`src/rtl/ysyx_2022040010_rw_sched.sv`:
```
// Arbiter for the single AXI rw bridge port: icache, dcache, uncache.
// Fixed priority dc > uc > ic; dirty dcache miss runs writeback then refill.
// Optional icache anti-starvation guard: RW_SCHED_STARVE_GUARD_EN.
// Ports: clock/reset; ic_*, dc_*, uc_* requester ports; rw_*, w_mask_o,
//   data_write_o, data_read_i bridge port; stall_o CPU-wide cache stall.
module ysyx_2022040010_rw_sched #(
  parameter int ADDR_W   = 32,
  parameter int DATA_W   = 64,
  parameter int MAX_WAIT = 8
) (
  input  logic              clock,
  input  logic              reset,
  input  logic              ic_req_i,
  input  logic [ADDR_W-1:0] ic_addr_i,
  output logic [DATA_W-1:0] ic_rdata_o,
  output logic              ic_done_o,
  input  logic              dc_req_i,
  input  logic              dc_dirty_i,
  input  logic [ADDR_W-1:0] dc_addr_i,
  input  logic [ADDR_W-1:0] dc_vaddr_i,
  input  logic [DATA_W-1:0] dc_wbdata_i,
  output logic [DATA_W-1:0] dc_rdata_o,
  output logic              dc_done_o,
  input  logic              uc_req_i,
  input  logic              uc_we_i,
  input  logic [ADDR_W-1:0] uc_addr_i,
  input  logic [1:0]        uc_size_i,
  input  logic [7:0]        uc_mask_i,
  input  logic [DATA_W-1:0] uc_wdata_i,
  output logic [DATA_W-1:0] uc_rdata_o,
  output logic              uc_done_o,
  output logic              rw_valid_o,
  input  logic              rw_ready_i,
  output logic              rw_req_o,
  output logic [ADDR_W-1:0] rw_addr_o,
  output logic [1:0]        rw_size_o,
  output logic [3:0]        rw_id_o,
  input  logic [3:0]        rw_id_i,
  output logic [7:0]        w_mask_o,
  output logic [DATA_W-1:0] data_write_o,
  input  logic [DATA_W-1:0] data_read_i,
  output logic              stall_o
);

  typedef enum logic [1:0] {
    S_IDLE, S_WB, S_RD, S_DONE
  } state_t;

  localparam logic [3:0] ID_IC = 4'd1;
  localparam logic [3:0] ID_DC = 4'd2;
  localparam logic [3:0] ID_UC = 4'd3;
  localparam logic [ADDR_W-1:0] LINE = ~ADDR_W'(7);

  state_t state, state_nxt;

  logic [3:0]        id_q;
  logic              we_q;
  logic [ADDR_W-1:0] addr_q;
  logic [ADDR_W-1:0] refill_q;
  logic [1:0]        size_q;
  logic [7:0]        mask_q;
  logic [DATA_W-1:0] wdata_q;
  logic [DATA_W-1:0] ic_rd_q, dc_rd_q, uc_rd_q;

  logic acc;
  logic force_ic;
  logic gnt_ic, gnt_dc, gnt_uc;

  assign acc = rw_ready_i && (rw_id_i == id_q);

`ifdef RW_SCHED_STARVE_GUARD_EN
  localparam int CW = $clog2(MAX_WAIT + 1);
  logic [CW-1:0] wait_q;

  assign force_ic = ic_req_i && (wait_q == CW'(MAX_WAIT));

  always_ff @(posedge clock or posedge reset) begin
    if (reset) begin
      wait_q <= '0;
    end else if (state == S_IDLE) begin
      if (gnt_ic)
        wait_q <= '0;
      else if ((gnt_dc || gnt_uc) && ic_req_i)
        wait_q <= wait_q + CW'(1);
    end
  end
`else
  // A negative wait limit can never be reached: pure fixed priority.
  assign force_ic = (MAX_WAIT < 0);
`endif

  always_comb begin
    gnt_ic = 1'b0;
    gnt_dc = 1'b0;
    gnt_uc = 1'b0;
    if (force_ic)      gnt_ic = 1'b1;
    else if (dc_req_i) gnt_dc = 1'b1;
    else if (uc_req_i) gnt_uc = 1'b1;
    else if (ic_req_i) gnt_ic = 1'b1;
  end

  always_comb begin
    state_nxt = state;
    unique case (state)
      S_IDLE: begin
        if (gnt_dc && dc_dirty_i)
          state_nxt = S_WB;
        else if (gnt_dc || gnt_uc || gnt_ic)
          state_nxt = S_RD;
      end
      S_WB:    if (acc) state_nxt = S_RD;
      S_RD:    if (acc) state_nxt = S_DONE;
      S_DONE:  state_nxt = S_IDLE;
      default: state_nxt = S_IDLE;
    endcase
  end

  always_ff @(posedge clock or posedge reset) begin
    if (reset) state <= S_IDLE;
    else       state <= state_nxt;
  end

  always_ff @(posedge clock or posedge reset) begin
    if (reset) begin
      id_q     <= '0;
      we_q     <= 1'b0;
      addr_q   <= '0;
      refill_q <= '0;
      size_q   <= '0;
      mask_q   <= '0;
      wdata_q  <= '0;
      ic_rd_q  <= '0;
      dc_rd_q  <= '0;
      uc_rd_q  <= '0;
    end else begin
      unique case (state)
        S_IDLE: begin
          if (gnt_ic) begin
            id_q    <= ID_IC;
            we_q    <= 1'b0;
            addr_q  <= ic_addr_i & LINE;
            size_q  <= 2'd3;
            mask_q  <= 8'hFF;
            wdata_q <= '0;
          end else if (gnt_dc) begin
            id_q     <= ID_DC;
            refill_q <= dc_addr_i & LINE;
            size_q   <= 2'd3;
            mask_q   <= 8'hFF;
            we_q     <= dc_dirty_i;
            addr_q   <= dc_dirty_i ? (dc_vaddr_i & LINE)
                                   : (dc_addr_i & LINE);
            wdata_q  <= dc_dirty_i ? dc_wbdata_i : '0;
          end else if (gnt_uc) begin
            id_q    <= ID_UC;
            we_q    <= uc_we_i;
            addr_q  <= uc_addr_i;
            size_q  <= uc_size_i;
            mask_q  <= uc_mask_i;
            wdata_q <= uc_wdata_i;
          end
        end
        S_WB: begin
          // Writeback done: turn the same grant into the refill read.
          if (acc) begin
            we_q    <= 1'b0;
            addr_q  <= refill_q;
            wdata_q <= '0;
          end
        end
        S_RD: begin
          if (acc) begin
            unique case (1'b1)
              (id_q == ID_IC): ic_rd_q <= we_q ? '0 : data_read_i;
              (id_q == ID_DC): dc_rd_q <= we_q ? '0 : data_read_i;
              (id_q == ID_UC): uc_rd_q <= we_q ? '0 : data_read_i;
              default: ;
            endcase
          end
        end
        default: ;
      endcase
    end
  end

  assign rw_valid_o   = (state == S_WB) || (state == S_RD);
  assign rw_req_o     = we_q;
  assign rw_addr_o    = addr_q;
  assign rw_size_o    = size_q;
  assign rw_id_o      = id_q;
  assign w_mask_o     = mask_q;
  assign data_write_o = wdata_q;

  assign ic_done_o = (state == S_DONE) && (id_q == ID_IC);
  assign dc_done_o = (state == S_DONE) && (id_q == ID_DC);
  assign uc_done_o = (state == S_DONE) && (id_q == ID_UC);

  assign ic_rdata_o = ic_rd_q;
  assign dc_rdata_o = dc_rd_q;
  assign uc_rdata_o = uc_rd_q;

  assign stall_o = (ic_req_i && !ic_done_o)
                || (dc_req_i && !dc_done_o)
                || (uc_req_i && !uc_done_o);

endmodule

```
`config.mk`:
```
export PLATFORM = sky130hd
export DESIGN_NAME = ysyx_2022040010_rw_sched
export DESIGN_NICKNAME = d
export VERILOG_FILES = /design/src/rtl/ysyx_2022040010_rw_sched.sv
export SDC_FILE = /design/constraint.sdc
export NUM_CORES = 1
export LEC_CHECK = 0
export BUFFER_PORTS_ARGS = -buffer_cell sky130_fd_sc_hd__buf_2
export CORE_AREA = 2 2 255 257
export DETAILED_ROUTE_END_ITERATION = 7
export DIE_AREA = 0 0 257 259
export SYNTH_ARGS = -nofsm -noshare
export SYNTH_HDL_FRONTEND = slang
export SYNTH_SLANG_ARGS = --single-unit
```
`constraint.sdc`:
```
create_clock -name clock -period 9.6 [get_ports clock]
set_clock_uncertainty 0.1 [all_clocks]
set_input_delay 0.96 -clock clock [delete_from_list [all_inputs] [get_ports clock]]
set_output_delay 0.96 -clock clock [all_outputs]
set_load 0.1 [all_outputs]
```
# Word level (Yosys, flattened, before mapping)
# Cells that the tools add are included.
totals:
  regBits: 334
  latchBits: 0
  ram_bits: 0
  romBits: 0
  inputBits: 342
  output_inout_bits: 308
  n_memories: 0
op_classes:
  n_addsub: 0
  n_mul: 0
  div_mod_pow: 0
  n_lt_le_gt_ge: 0
  n_eq_ne: 11
  n_shift: 0
  mux: 38
  bitwise_logic: 1
  n_reduce_logical: 26
op_table:
  columns: ["cell", "n"]
  rows:
  - ["$mux W64", 6]
  - ["$mux W32", 5]
  - ["$pmux W64 S2", 1]
  - ["$pmux W32 S2", 1]
  - ["$mux W8", 3]
  - ["$reduce_and A3 Y1", 6]
  - ["$mux W2", 7]
  - ["$mux W4", 3]
  - ["$mux W1", 10]
  - ["$eq A4 B2 Y1 const B", 2]
  - ["$logic_and A1 B1 Y1", 8]
  - ["$pmux W2 S4", 1]
  - ["$logic_or A1 B1 Y1", 5]
  - ["$eq A2 B2 Y1 const B", 2]
  - ["$eq A4 B1 Y1 const B", 1]
  - ["$eq A4 B4 Y1", 1]
  - ["$ne A2 B2 Y1 const B", 2]
  - ["$ne A4 B4 Y1 const B", 1]
  - ["$logic_not A1 Y1", 3]
  - ["$ne A3 B3 Y1 const B", 1]
  - ["$reduce_bool A3 Y1", 1]
  - ["$eq A2 B1 Y1 const B", 1]
  - ["$logic_not A2 Y1", 1]
  - ["$pmux W1 S2", 1]
  - ["other kinds (3)", 3]

# Logic depth before layout (Yosys ltp)
logic_depth:
  depth_word: 7
  depth_mapped: 8
  depth_no_buf: 6

# Worst setup path before layout
# No wires, ideal clock.
synth_path:
  path_type: "flip-flop to output port"
  from: "register id_q[1] (netlist: rw_id_o[1])"
  to: "output stall_o"
  arrival_time_ns: 3.518
  setup_slack_ns: 5.022
  path_stages_with_launch: 5
  path_buffers: 0
  cell_sequence: "dfrtp_1 -> and3b_1 -> o21ai_0 -> a21oi_1 -> a31oi_1"
synth_between:
  elab_chain_cells: 6
  word_cells_on_any_way: 14
  classes_between: "3 x eq/ne; 11 x reduce/logical"
synth_lines:
  columns: ["element", "line_no", "text"]
  rows:
  - ["start: declaration", "56", "logic [3:0] id_q;"]
  - ["start signal: assignment", "125", "id_q <= '0;"]
  - ["start signal: assignment", "139", "id_q <= ID_IC;"]
  - ["start signal: assignment", "146", "id_q <= ID_DC;"]
  - ["$eq A4 B1 Y1", "194", "assign ic_done_o = (state == S_DONE) && (id_q == ID_IC);"]
  - ["$logic_and A1 B1 Y1", "194", null]
  - ["named net ic_done_o", "16", "output logic ic_done_o,"]
  - ["$logic_not A1 Y1", "202", "assign stall_o = (ic_req_i && !ic_done_o)"]
  - ["$logic_and A1 B1 Y1", "202", null]
  - ["$logic_or A1 B1 Y1", "203", "|| (dc_req_i && !dc_done_o)"]
  - ["$logic_or A1 B1 Y1", "204", "|| (uc_req_i && !uc_done_o);"]
  - ["end: declaration", "42", "output logic stall_o"]
# The timed path passes the listed nets, and every way through them passes these cells.

# Worst setup path after layout
layout_path:
  from: "register state[1]"
  to: "register wdata_q[44] (netlist: data_write_o[44])"
layout_between:
  elab_chain_cells: 3
  word_cells_on_any_way: 7
  classes_between: "3 x eq/ne; 1 x mux; 3 x reduce/logical"
layout_lines:
  columns: ["element", "line_no", "text"]
  rows:
  - ["start: declaration", "54", "state_t state, state_nxt;"]
  - ["start signal: assignment", "120", "else state <= state_nxt;"]
  - ["$logic_not A2 Y1 / $eq A2 B1 Y1 (equally long branches)", "136", "unique case (state)"]
  - ["$ne A4 B4 Y1 (no line) (tied with other cells)", null, null]
  - ["$reduce_and A3 Y1 (no line)", null, null]
  - ["end signal: assignment", "153", "wdata_q <= dc_dirty_i ? dc_wbdata_i : '0;"]
  - ["end signal: assignment", "160", "wdata_q <= uc_wdata_i;"]
  - ["end: declaration", "62", "logic [DATA_W-1:0] wdata_q;"]
# Parallel ways exist; a longest one is shown, timed or not.
# A chain may end at the register's enable or synchronous reset.

==> results.sh <==
export IMPL_fill_cells=6579
export IMPL_area_growth_pct=36.0
export IMPL_ys_seq_area_share_pct=55.9
export IMPL_core_um2=63900
export IMPL_viasPerCell=4.45
export IMPL_cts_buffer_depth=3
export IMPL_fin_area_um2=20200
export IMPL_fin_tns_setup_ns=0
export IMPL_synth_cell_types=35
export IMPL_nets=2119
export IMPL_async_reset_ff_share_pct=100
export IMPL_cts_hold_buf=0
export IMPL_ys_warn_count=0
export IMPL_clkTransAtPathRegs_ns=0.06
export IMPL_hold_class="reg -> reg"
export IMPL_grt_setup_unrepaired="false"
export IMPL_ys_flop_type="dfrtp_1"
export IMPL_drc=0
export IMPL_die_h_um=259
export IMPL_end_kind="flop"
export IMPL_initial_utilization_pct=23.3
export IMPL_ys_seq_elements=332
export IMPL_crit_type="reg -> reg"
export IMPL_drt_first_pass_iters=7
export IMPL_port_buffers=638
export IMPL_finalCritPeriodShare_pct=37.0
export IMPL_numCtsBuffers=38
export IMPL_dp_hpwl_um=33600
export IMPL_status="completed"
export IMPL_post_cts_resized=0
export IMPL_grt_total_usage_pct=13.7
export IMPL_drive_gt1_share_pct=56.7
export IMPL_cts_sinks=332
export IMPL_overflow=0
export IMPL_start_kind="flop"
export IMPL_die_w_um=257
export IMPL_setup_viol=0
export IMPL_syn_inst=1162
export IMPL_cts_setup_buffers=0
export IMPL_finalMaxSlewViolations=0
export IMPL_netlist_area_um2=14900
export IMPL_slew_headroom_pct=27.3
export IMPL_crit_required_ns=9.91
export IMPL_syn_area_per_cell_um2=12.8
export IMPL_finalHoldViolations=0
export IMPL_rows=93
export IMPL_grt_pass1_vias=12578
export IMPL_worst_pin_slew_ns=1.09
export IMPL_place_congestion=0.924
export IMPL_insertion_delay_ns=0.53
export IMPL_vias=11813
export IMPL_dpl_cell_area_um2=18900
export IMPL_drtIter0Drc=586
export IMPL_die_area_um2=66600
export IMPL_synth_edf_count=0
export IMPL_clockRootBuffer="clkbuf_16"
export IMPL_antenna_left=0
export IMPL_cap_violations=0
export IMPL_antenna_found_initial=1
export IMPL_drt_total_wl_um=47000
export IMPL_drt_wirelength_per_cell_um=17.7
export IMPL_period_needed_ns=3.56
export IMPL_worstPathMaxFanout=64
export IMPL_grt_pass1_wl_um=71700
export IMPL_io_pins=650
export IMPL_htreeDepth=2
export IMPL_arrival_ns=3.87
export IMPL_fmax_ghz=0.281
export IMPL_grt_max_degree=152
export IMPL_cts_tree="built"
-- cells in the final DEF (no fill, tap or decap), types with 3 or more instances in the layout --
cell | synthesis | layout
a21oi_1 | 30 | 30
a222oi_1 | 28 | 28
a22oi_1 | 65 | 65
buf_2 | 29 | 638
buf_4 | 3 | 15
bufinv_16 | 0 | 3
clkbuf_1 | 40 | 8
clkbuf_16 | 0 | 39
clkbuf_8 | 0 | 12
clkinv_2 | 0 | 5
dfrtp_1 | 332 | 331
ha_1 | 5 | 5
inv_1 | 35 | 33
mux2_2 | 292 | 292
mux2i_1 | 59 | 59
nand2_1 | 17 | 17
nor2_1 | 106 | 105
nor2b_1 | 66 | 65
nor3b_1 | 4 | 4
o21ai_0 | 14 | 13
-- layout make-up --
type,instances,area [um^2],area share (%)
multi-input combinational,710,6030,29.8
inverter,35,135,0.669
clock inverter,10,148,0.730
timing repair buffer,655,3350,16.6
sequential,332,8310,41.1
clock buffer,59,1170,5.79
antenna,1,2.50,0.0124
tap,855,1070,5.29
-- flip-flops by register name (all words and copies together), names as in the netlist --
signal / flops
rw_addr_o: 32
rw_id_o: 2
dc_rdata_o: 64
ic_rdata_o: 64
refill_q: 29
rw_req_o: 1
uc_rdata_o: 64
w_mask_o: 8
data_write_o: 64
rw_size_o: 2
state: 2
-- worst paths after layout --
kind | startpoint | to | slack [ns] | cells past startpoint
min reg2reg | rw_size_o[1] | rw_size_o[1] | 0.39 | 2
max reg2reg | state[1] | data_write_o[44] | 6.04 | 9
min in group asynchronous | reset | dc_rdata_o[63] | 0.51 | 2
min | rw_size_o[1] | rw_size_o[1] | 0.39 | 2
max in group asynchronous | reset | ic_rdata_o[43] | 7.53 | 3
max | state[1] | data_write_o[44] | 6.04 | 9
-- through the flow --
| step | util (%) | hold slack [ns] | cells | setup slack [ns] |
|---|---|---|---|---|
| floorplan | - | 0.370 | 1163 | 4.11 |
| global placement | 29.6 | 0.362 | 2587 | 5.92 |
| detailed placement | 29.6 | 0.372 | 2587 | 5.86 |
| CTS | 31.6 | 0.388 | 2656 | 5.99 |
| global route | 31.6 | 0.409 | 2657 | 5.84 |
| finish | 31.6 | 0.391 | 2657 | 6.04 |
-- cells in the mapped netlist (3+ instances only) --
cell,number,area share [%]
a21oi_1,30,1.0
o21ai_0,14,0.47
a22oi_1,65,3.3
clkbuf_1,40,1.0
nor2b_1,66,2.8
ha_1,5,0.42
mux2_2,292,22
a222oi_1,28,1.9
nor3b_1,4,0.20
mux2i_1,59,4.0
nor2_1,106,2.7
buf_2,29,0.98
nand2_1,17,0.43
dfrtp_1,332,56
buf_1,7,0.18
inv_1,35,0.88
buf_4,3,0.15
buf_6,7,0.53
-- critical path, stage by stage, from the launching register on --
cell	delay, ns
dfrtp_1	0.40
inv_1	0.15
ha_1	0.17
buf_4	0.42
nor2_1	0.10
a21o_1	0.19
a21oi_4	0.14
buf_4	0.51
buf_4	0.75
mux2_2	0.41
-- cells by family (layout without fill, tap and decap cells) --
logic type	Yosys count	after routing	share of synthesized area, %
multiplexers	351	351	26.1
XOR/XNOR	2	2	0.118
AND/OR/NAND/NOR	208	208	6.76
buffers and inverters	121	759	3.73
flip-flops	332	332	55.9
AO/OA/AOI/OAI	142	142	6.92
adder cells (fa/ha/maj)	5	5	0.421
other	1	3	0.0252
-- routing by layer --
| layer | vias to the layer above | track usage [%] | wire length (um) |
|---|---|---|---|
| li1 | 5342 | - | - |
| met1 | 5866 | 15.8 | 18700 |
| met2 | 504 | 24.1 | 23500 |
| met3 | 101 | 2.85 | 2880 |
| met4 | 0 | 6.38 | 2020 |
| met5 | - | 0 | 0 |
Power is not shown: default switching activity piles up to over one toggle a cycle in this logic, so the estimate is an artifact.
